[config.mk]
export PLATFORM = sky130hd
export DESIGN_NAME = lsu
export DESIGN_NICKNAME = d
export VERILOG_FILES = /design/src/rtl/lsu_pkg.sv /design/src/rtl/lsu_lane.sv /design/src/rtl/lsu.sv
export SDC_FILE = /design/constraint.sdc
export NUM_CORES = 1
export LEC_CHECK = 0
export ABC_AREA = 0
export BUFFER_PORTS_ARGS = -buffer_cell sky130_fd_sc_hd__buf_2
export CORE_ASPECT_RATIO = 2
export CORE_MARGIN = 10
export CORE_UTILIZATION = 56
export CTS_CLUSTER_DIAMETER = 40
export DETAILED_ROUTE_END_ITERATION = 6
export GPL_TIMING_DRIVEN = 0
export PLACE_DENSITY = 0.87
export REMOVE_ABC_BUFFERS = 1
export SLEW_MARGIN = 30
export SYNTH_ARGS = -nofsm -noshare
export SYNTH_HDL_FRONTEND = slang
export SYNTH_SLANG_ARGS = --single-unit
export TNS_END_PERCENT = 100
[constraint.sdc]
create_clock -name clk -period 2.9 [get_ports clk]
set_input_delay 0.29 -clock clk [delete_from_list [all_inputs] [get_ports clk]]
set_output_delay 0.29 -clock clk [all_outputs]
set_load 0.01 [all_outputs]
[src/rtl/lsu_pkg.sv]
// Shared definitions for the load/store unit: FSM states, access widths, ALU op codes
// and the alignment/reserved-width check applied when a memory op is accepted.
package lsu_pkg;

    typedef enum logic [1:0] {
        ST_IDLE = 2'd0,
        ST_REQ  = 2'd1,
        ST_WAIT = 2'd2,
        ST_RESP = 2'd3
    } state_t;

    localparam logic [2:0] F3_B  = 3'b000;
    localparam logic [2:0] F3_H  = 3'b001;
    localparam logic [2:0] F3_W  = 3'b010;
    localparam logic [2:0] F3_BU = 3'b100;
    localparam logic [2:0] F3_HU = 3'b101;

    typedef enum logic [3:0] {
        ALU_ADD   = 4'd0,
        ALU_OR    = 4'd1,
        ALU_AND   = 4'd2,
        ALU_SLL   = 4'd3,
        ALU_PASSB = 4'd15
    } alu_op_t;

    // True when a memory op must be rejected without touching memory.
    function automatic logic access_err(input logic [2:0] f3, input logic [1:0] a);
        case (f3)
            F3_B, F3_BU: access_err = 1'b0;
            F3_H, F3_HU: access_err = a[0];
            F3_W:        access_err = (a != 2'b00);
            default:     access_err = 1'b1;
        endcase
    endfunction

endpackage

[src/rtl/lsu_lane.sv]
// Byte-lane logic: store byte enables and lane replication, load lane extraction
// with sign or zero extension.
module lsu_lane
    import lsu_pkg::*;
(
    input  logic [2:0]  funct3,
    input  logic [1:0]  addr_lo,
    input  logic        is_load,
    input  logic [31:0] st_data,
    input  logic [31:0] rdata,
    output logic [3:0]  be,
    output logic [31:0] wdata,
    output logic [31:0] ld_data
);

    logic [31:0] sh_word;
    logic [7:0]  b;
    logic [15:0] h;

    assign sh_word = rdata >> {addr_lo, 3'b000};
    assign b       = sh_word[7:0];
    assign h       = addr_lo[1] ? rdata[31:16] : rdata[15:0];

    always_comb begin
        be      = 4'b1111;
        wdata   = st_data;
        ld_data = rdata;
        case (funct3)
            F3_B, F3_BU: begin
                be      = 4'b0001 << addr_lo;
                wdata   = {4{st_data[7:0]}};
                ld_data = (funct3 == F3_B) ? {{24{b[7]}}, b} : {24'h0, b};
            end
            F3_H, F3_HU: begin
                be      = 4'b0011 << addr_lo;
                wdata   = {2{st_data[15:0]}};
                ld_data = (funct3 == F3_H) ? {{16{h[15]}}, h} : {16'h0, h};
            end
            default: ;
        endcase
        if (is_load)
            be = 4'b1111;
    end

endmodule

[src/rtl/lsu.sv]
// Load/store unit: accepts one execute result, performs at most one memory
// access (with bounded wait for read data) and presents the result downstream.
module lsu
    import lsu_pkg::*;
#(
    parameter int TIMEOUT_CYCLES = 255
) (
    input  logic        clk,
    input  logic        rst_n,
    input  logic        in_valid,
    output logic        in_ready,
    input  logic [31:0] alu_y,
    input  logic [31:0] st_data,
    input  logic [2:0]  funct3,
    input  logic        mem_rd,
    input  logic        mem_wr,
    output logic        mem_req,
    output logic        mem_we,
    output logic [31:0] mem_addr,
    output logic [3:0]  mem_be,
    output logic [31:0] mem_wdata,
    input  logic        mem_gnt,
    input  logic        mem_rvalid,
    input  logic [31:0] mem_rdata,
    output logic        out_valid,
    input  logic        out_ready,
    output logic [31:0] out_data,
    output logic        out_err
);

    localparam int CW = $clog2(TIMEOUT_CYCLES + 1);

    state_t      state;
    logic [2:0]  f3_q;
    logic [31:0] addr_q;
    logic [31:0] st_q;
    logic        is_load_q;
    logic [CW-1:0] cnt;
    logic [3:0]  be;
    logic [31:0] wdata;
    logic [31:0] ld_data;

    lsu_lane u_lane (
        .funct3  (f3_q),
        .addr_lo (addr_q[1:0]),
        .is_load (is_load_q),
        .st_data (st_q),
        .rdata   (mem_rdata),
        .be      (be),
        .wdata   (wdata),
        .ld_data (ld_data)
    );

    assign in_ready  = (state == ST_IDLE);
    assign mem_addr  = {addr_q[31:2], 2'b00};
    assign mem_be    = mem_req ? be : 4'b0000;
    assign mem_wdata = wdata;

    always_ff @(posedge clk or negedge rst_n) begin
        if (!rst_n) begin
            state     <= ST_IDLE;
            f3_q      <= 3'b000;
            addr_q    <= 32'h0;
            st_q      <= 32'h0;
            is_load_q <= 1'b0;
            cnt       <= '0;
            mem_req   <= 1'b0;
            mem_we    <= 1'b0;
            out_valid <= 1'b0;
            out_data  <= 32'h0;
            out_err   <= 1'b0;
        end else begin
            case (state)
                ST_IDLE: if (in_valid) begin
                    addr_q    <= alu_y;
                    st_q      <= st_data;
                    f3_q      <= funct3;
                    is_load_q <= mem_rd;
                    if (!mem_rd && !mem_wr) begin
                        state     <= ST_RESP;
                        out_valid <= 1'b1;
                        out_data  <= alu_y;
                        out_err   <= 1'b0;
                    end else if (access_err(funct3, alu_y[1:0])) begin
                        state     <= ST_RESP;
                        out_valid <= 1'b1;
                        out_data  <= 32'h0;
                        out_err   <= 1'b1;
                    end else begin
                        state   <= ST_REQ;
                        mem_req <= 1'b1;
                        mem_we  <= !mem_rd;
                    end
                end
                ST_REQ: if (mem_gnt) begin
                    mem_req <= 1'b0;
                    mem_we  <= 1'b0;
                    if (!is_load_q) begin
                        state     <= ST_RESP;
                        out_valid <= 1'b1;
                        out_data  <= addr_q;
                        out_err   <= 1'b0;
                    end else if (mem_rvalid) begin
                        state     <= ST_RESP;
                        out_valid <= 1'b1;
                        out_data  <= ld_data;
                        out_err   <= 1'b0;
                    end else begin
                        state <= ST_WAIT;
                        cnt   <= '0;
                    end
                end
                ST_WAIT: begin
                    if (mem_rvalid) begin
                        state     <= ST_RESP;
                        out_valid <= 1'b1;
                        out_data  <= ld_data;
                        out_err   <= 1'b0;
                    end else if (cnt == CW'(TIMEOUT_CYCLES - 1)) begin
                        state     <= ST_RESP;
                        out_valid <= 1'b1;
                        out_data  <= 32'h0;
                        out_err   <= 1'b1;
                    end else begin
                        cnt <= cnt + 1'b1;
                    end
                end
                ST_RESP: if (out_ready) begin
                    state     <= ST_IDLE;
                    out_valid <= 1'b0;
                end
                default: state <= ST_IDLE;
            endcase
        end
    end

endmodule

==> flow_summary_export.csv <==
group,metric,value,unit
outcome,outcome,"finished clean",
sta,finalSetupViolations,0,
power,clkPwrFrac,19.7,%
synth,async_reset_ff_share,100.0,%
power,seqPwrFrac,28.2,%
detailed_routing,wl,23280,um
sta,grt_setup_unrepaired,"false",
worst_setup_path,crit_buf_inv,1,
worst_setup_path,crit_path_start_kind,"flop",
cts,clock_latency,0.41,ns
sta,period_minus_slack,2.724,ns
sta,finalHoldViolCount,0,
global_route,grt_pass1_vias,6833,
sta,worst_slack,0.1763,ns
power,leakage,3.956,nW
detailed_routing,drt_iter0_markers,560,
final_layout,drive_above_1_share,41.64,%
power,irDropWorstVdd,0.001009,V
global_route,grt_max_degree,67,
synth,syn_area_per_cell,9.534,sq um
placed_design,dpl.hpwl,16650,um
synth,synth_edf_count,0,
detailed_routing,ant_nets,0,
sta,clock.fmax,0.3671,GHz
global_route,use_met3,8.567,%
detailed_routing,drtPass1Iterations,5,
detailed_routing,vias,6547,
placed_design,globalplace.congestion,0.8895,
detailed_routing,route.detailed.drc,0,
min_path,hp-class,"in2reg",
final_layout,nNetsFinal,994,
worst_setup_path,r2r-end,"out_data[0]",
floorplan,coreArea,0.01220,sq mm
placed_design,port_buffers,209,
synth,synthTopCellsByArea,"dfrtp_1 (41%), mux2_2 (12%), nand2_1 (5.9%)",
synth,ys_seq_area_share,40.93,%
worst_setup_path,slowest_stage,"ha_1",
global_route,met1_usage,24.87,%
synth,synthFlopType,"dfrtp_1",
cts,cts_buffers,17,
min_path,worstHoldStart,"st_data[6]",
sta,slew-limit-headroom,36.92,%
worst_setup_path,max_stage_delay,0.48,ns
worst_setup_path,end_kind,"flop",
power,p_comb_share,52.1,%
detailed_routing,wl_per_cell,22.26,um
worst_setup_path,cp_max_fo,24,
cts,cts.sinks,114,
cts,clock_path_buffers,2,
synth,ys_ff_latch,114,
synth,synth_top_area_share,40.93,%
synth,netlist_area,0.006969,sq mm
min_path,min_to,"st_q[6]",
worst_setup_path,cp_data_arrival_time,3.07,ns
synth,synth_adder_area_share,1.436,%
worst_setup_path,path_class,"reg2reg",
sta,tightestPinTransition,0.9428,ns
placed_design,dpl_worst_slack,-0.05452,ns
synth,syn_inst,731,
cts,root_buffer,"clkbuf_16",
global_route,grt_antenna_before_repair,5,
cts,htree_num_levels,4,
power,p_int,6.123,mW
floorplan,rows,57,
synth,yosysWarnings,0,
synth,synth_xor_area_share,0.6284,%
worst_setup_path,regToRegSetupSlack,0.18,ns
power,p_sw,4.925,mW
synth,muxShareOfSynthArea,16.25,%
power,switching_share,44.58,%
global_route,gr-total-overflow,0,
floorplan,die_w,98.88,um
final_layout,areaGrowthSynthToFinish,22.06,%
sta,report.final.slew_viol_count,0,
worst_setup_path,required,3.24,ns
global_route,use_met2,43.92,%
cts,cts_tree,"built",
power,powerDensity,1299,mW/mm^2
floorplan,io_pins,212,
worst_setup_path,path_cells,"inv_1 > ha_1 > nand2_2 > and2_1 > o311ai_0 > a22o_1",
job,cap_violations,0,
worst_setup_path,crit_family,"simple AND/OR/NAND/NOR gates",
floorplan,die_area,0.01758,sq mm
global_route,grt_pass1_wl,35840,um
synth,ys_types,54,
cts,cts.clk_slew.worst_paths,0.06,ns
floorplan,fp.dieH,177.8,um
floorplan,start_util,57.15,%
sta,finalClockSkew,0.01259,ns
min_path,whs_path_depth,2,
synth,synth_top_family_by_area,"compound AO/OA/AOI/OAI gates",
global_route,top_usage_layer,"met2",
detailed_routing,viasPerCell,6.259,
global_route,grt_usage,25.30,%
power,p_total,11.05,mW
worst_setup_path,ff2ff_path_depth,6,
synth,yosys.area_share.simple,12.37,%
synth,synth_area_leader_cell,"dfrtp_1",
sta,period_share,93.92,%
worst_setup_path,rr_startpoint,"state[0]",
synth,synth_compound_area_share,19.46,%
==> sequential cells by signal, summed over array words and instances, names as in the netlist, 2 cells and up <==
register	count
f3_q	3
cnt	8
addr_q	32
st_q	32
out_data	32
state	2
==> placed cells by master, fill, tap and decap left out, types with 7 or more instances in the layout <==
cell,instances
a21oi_1,61
a22oi_1,15
a32oi_1,16
buf_2,208
buf_4,8
clkbuf_16,17
dfrtp_1,111
diode_2,8
ha_1,7
inv_1,10
mux2_2,76
mux2i_1,10
nand2_1,108
nand3_1,17
nand3_2,9
nor2_1,21
nor2b_1,8
o21ai_0,61
o21ai_1,13
o22ai_1,9
o31ai_1,8
==> through the flow <==
step | utilization, % | hold slack, ns | cells | instance area (sq um) | setup TNS [ns]
2_1_floorplan | - | -0.005591 | 636 | 6396 | -7.437
3_3_place_gp | 62.53 | 0.4571 | 992 | 7626 | -98.65
3_5_place_dp | 64.18 | 0.2164 | 1003 | 7828 | -0.09332
4_1_cts | 69.31 | 0.1011 | 1035 | 8453 | 0
5_1_grt | 69.71 | 0.1010 | 1044 | 8502 | 0
6_report | 69.75 | 0.1066 | 1046 | 8507 | 0
==> per-layer routing <==
| metal | share of wire [%] | wire length, um |
|---|---|---|
| met1 | 33 | 7679 |
| met2 | 53 | 12450 |
| met3 | 9.0 | 2085 |
| met4 | 4.6 | 1068 |
| met5 | 0 | 0 |
==> synthesized netlist by cell type (all sizes together) (9+ instances only) <==
| master | n |
|---|---|
| o21ai | 74 |
| mux2 | 77 |
| clkbuf | 26 |
| nor2b | 10 |
| inv | 11 |
| nand3 | 26 |
| a32oi | 16 |
| o22ai | 9 |
| nor2 | 22 |
| dfrtp | 114 |
| a21oi | 62 |
| nand2 | 110 |
| buf | 70 |
| a22oi | 15 |
| mux2i | 10 |
==> worst max-delay path by stage <==
stage                   start           end  slack [ns]  depth (start not counted)
floorplan            state[1]   out_data[0]       -0.35                          5
global placement     state[1]   out_data[0]       -1.72                          5
detailed placement    f3_q[0]   out_data[0]       -0.05                          5
CTS                 addr_q[0]  out_data[20]        0.02                          5
global route         state[0]   out_data[5]        0.02                          6
finish               state[0]   out_data[0]        0.18                          6
==> logic make-up after synthesis <==
kind of cell | Yosys count
and+or+nand+nor | 188
other | 1
xor gates and xnor gates | 5
adders and majority gates | 8
DFF | 114
buffers and inverters | 107
AOI/OAI and AO/OA | 214
muxes | 94
==> power groups by stage <==
stage / clock network, mW / registers, mW / logic, mW
detailed placement: 0 / 3.11 / 5.61
finish: 2.18 / 3.12 / 5.76
global route: 2.24 / 3.21 / 6.27
global placement: 0 / 3.24 / 5.35
CTS: 2.17 / 3.09 / 5.67
floorplan: 0 / 3.11 / 3.32
==> layout make-up <==
type | count | area, sq um
diodes | 8 | 20.02
clock buffers | 19 | 452.9
clock inverters | 12 | 157.7
fillers | 930 | 3689
inverters | 11 | 41.29
multi-input cells | 511 | 3541
flip-flops and latches | 114 | 2859
well taps | 147 | 183.9
repair buffers | 224 | 1251
==> what timing repair did <==
action | in CTS | in global routing
hold buffers | 1 | 0
hold endpoints to repair | 48 | 0
buffers inserted | 0 | 3
gates resized for setup | 2 | 0
pin swaps | 0 | 1
endpoints found under the setup margin | 8 | 14
==> worst register-to-register path, delay by kind of cell (launching register included) <==
kind / cells / cell delay [ns]
buffers and inverters: 1 / 0.13
AND/OR/NAND/NOR: 2 / 0.93
AO/OA/AOI/OAI: 2 / 0.68
flip-flops: 1 / 0.44
adder cells (fa/ha/maj): 1 / 0.48
Note: power is estimated with default switching activity, not from simulation.
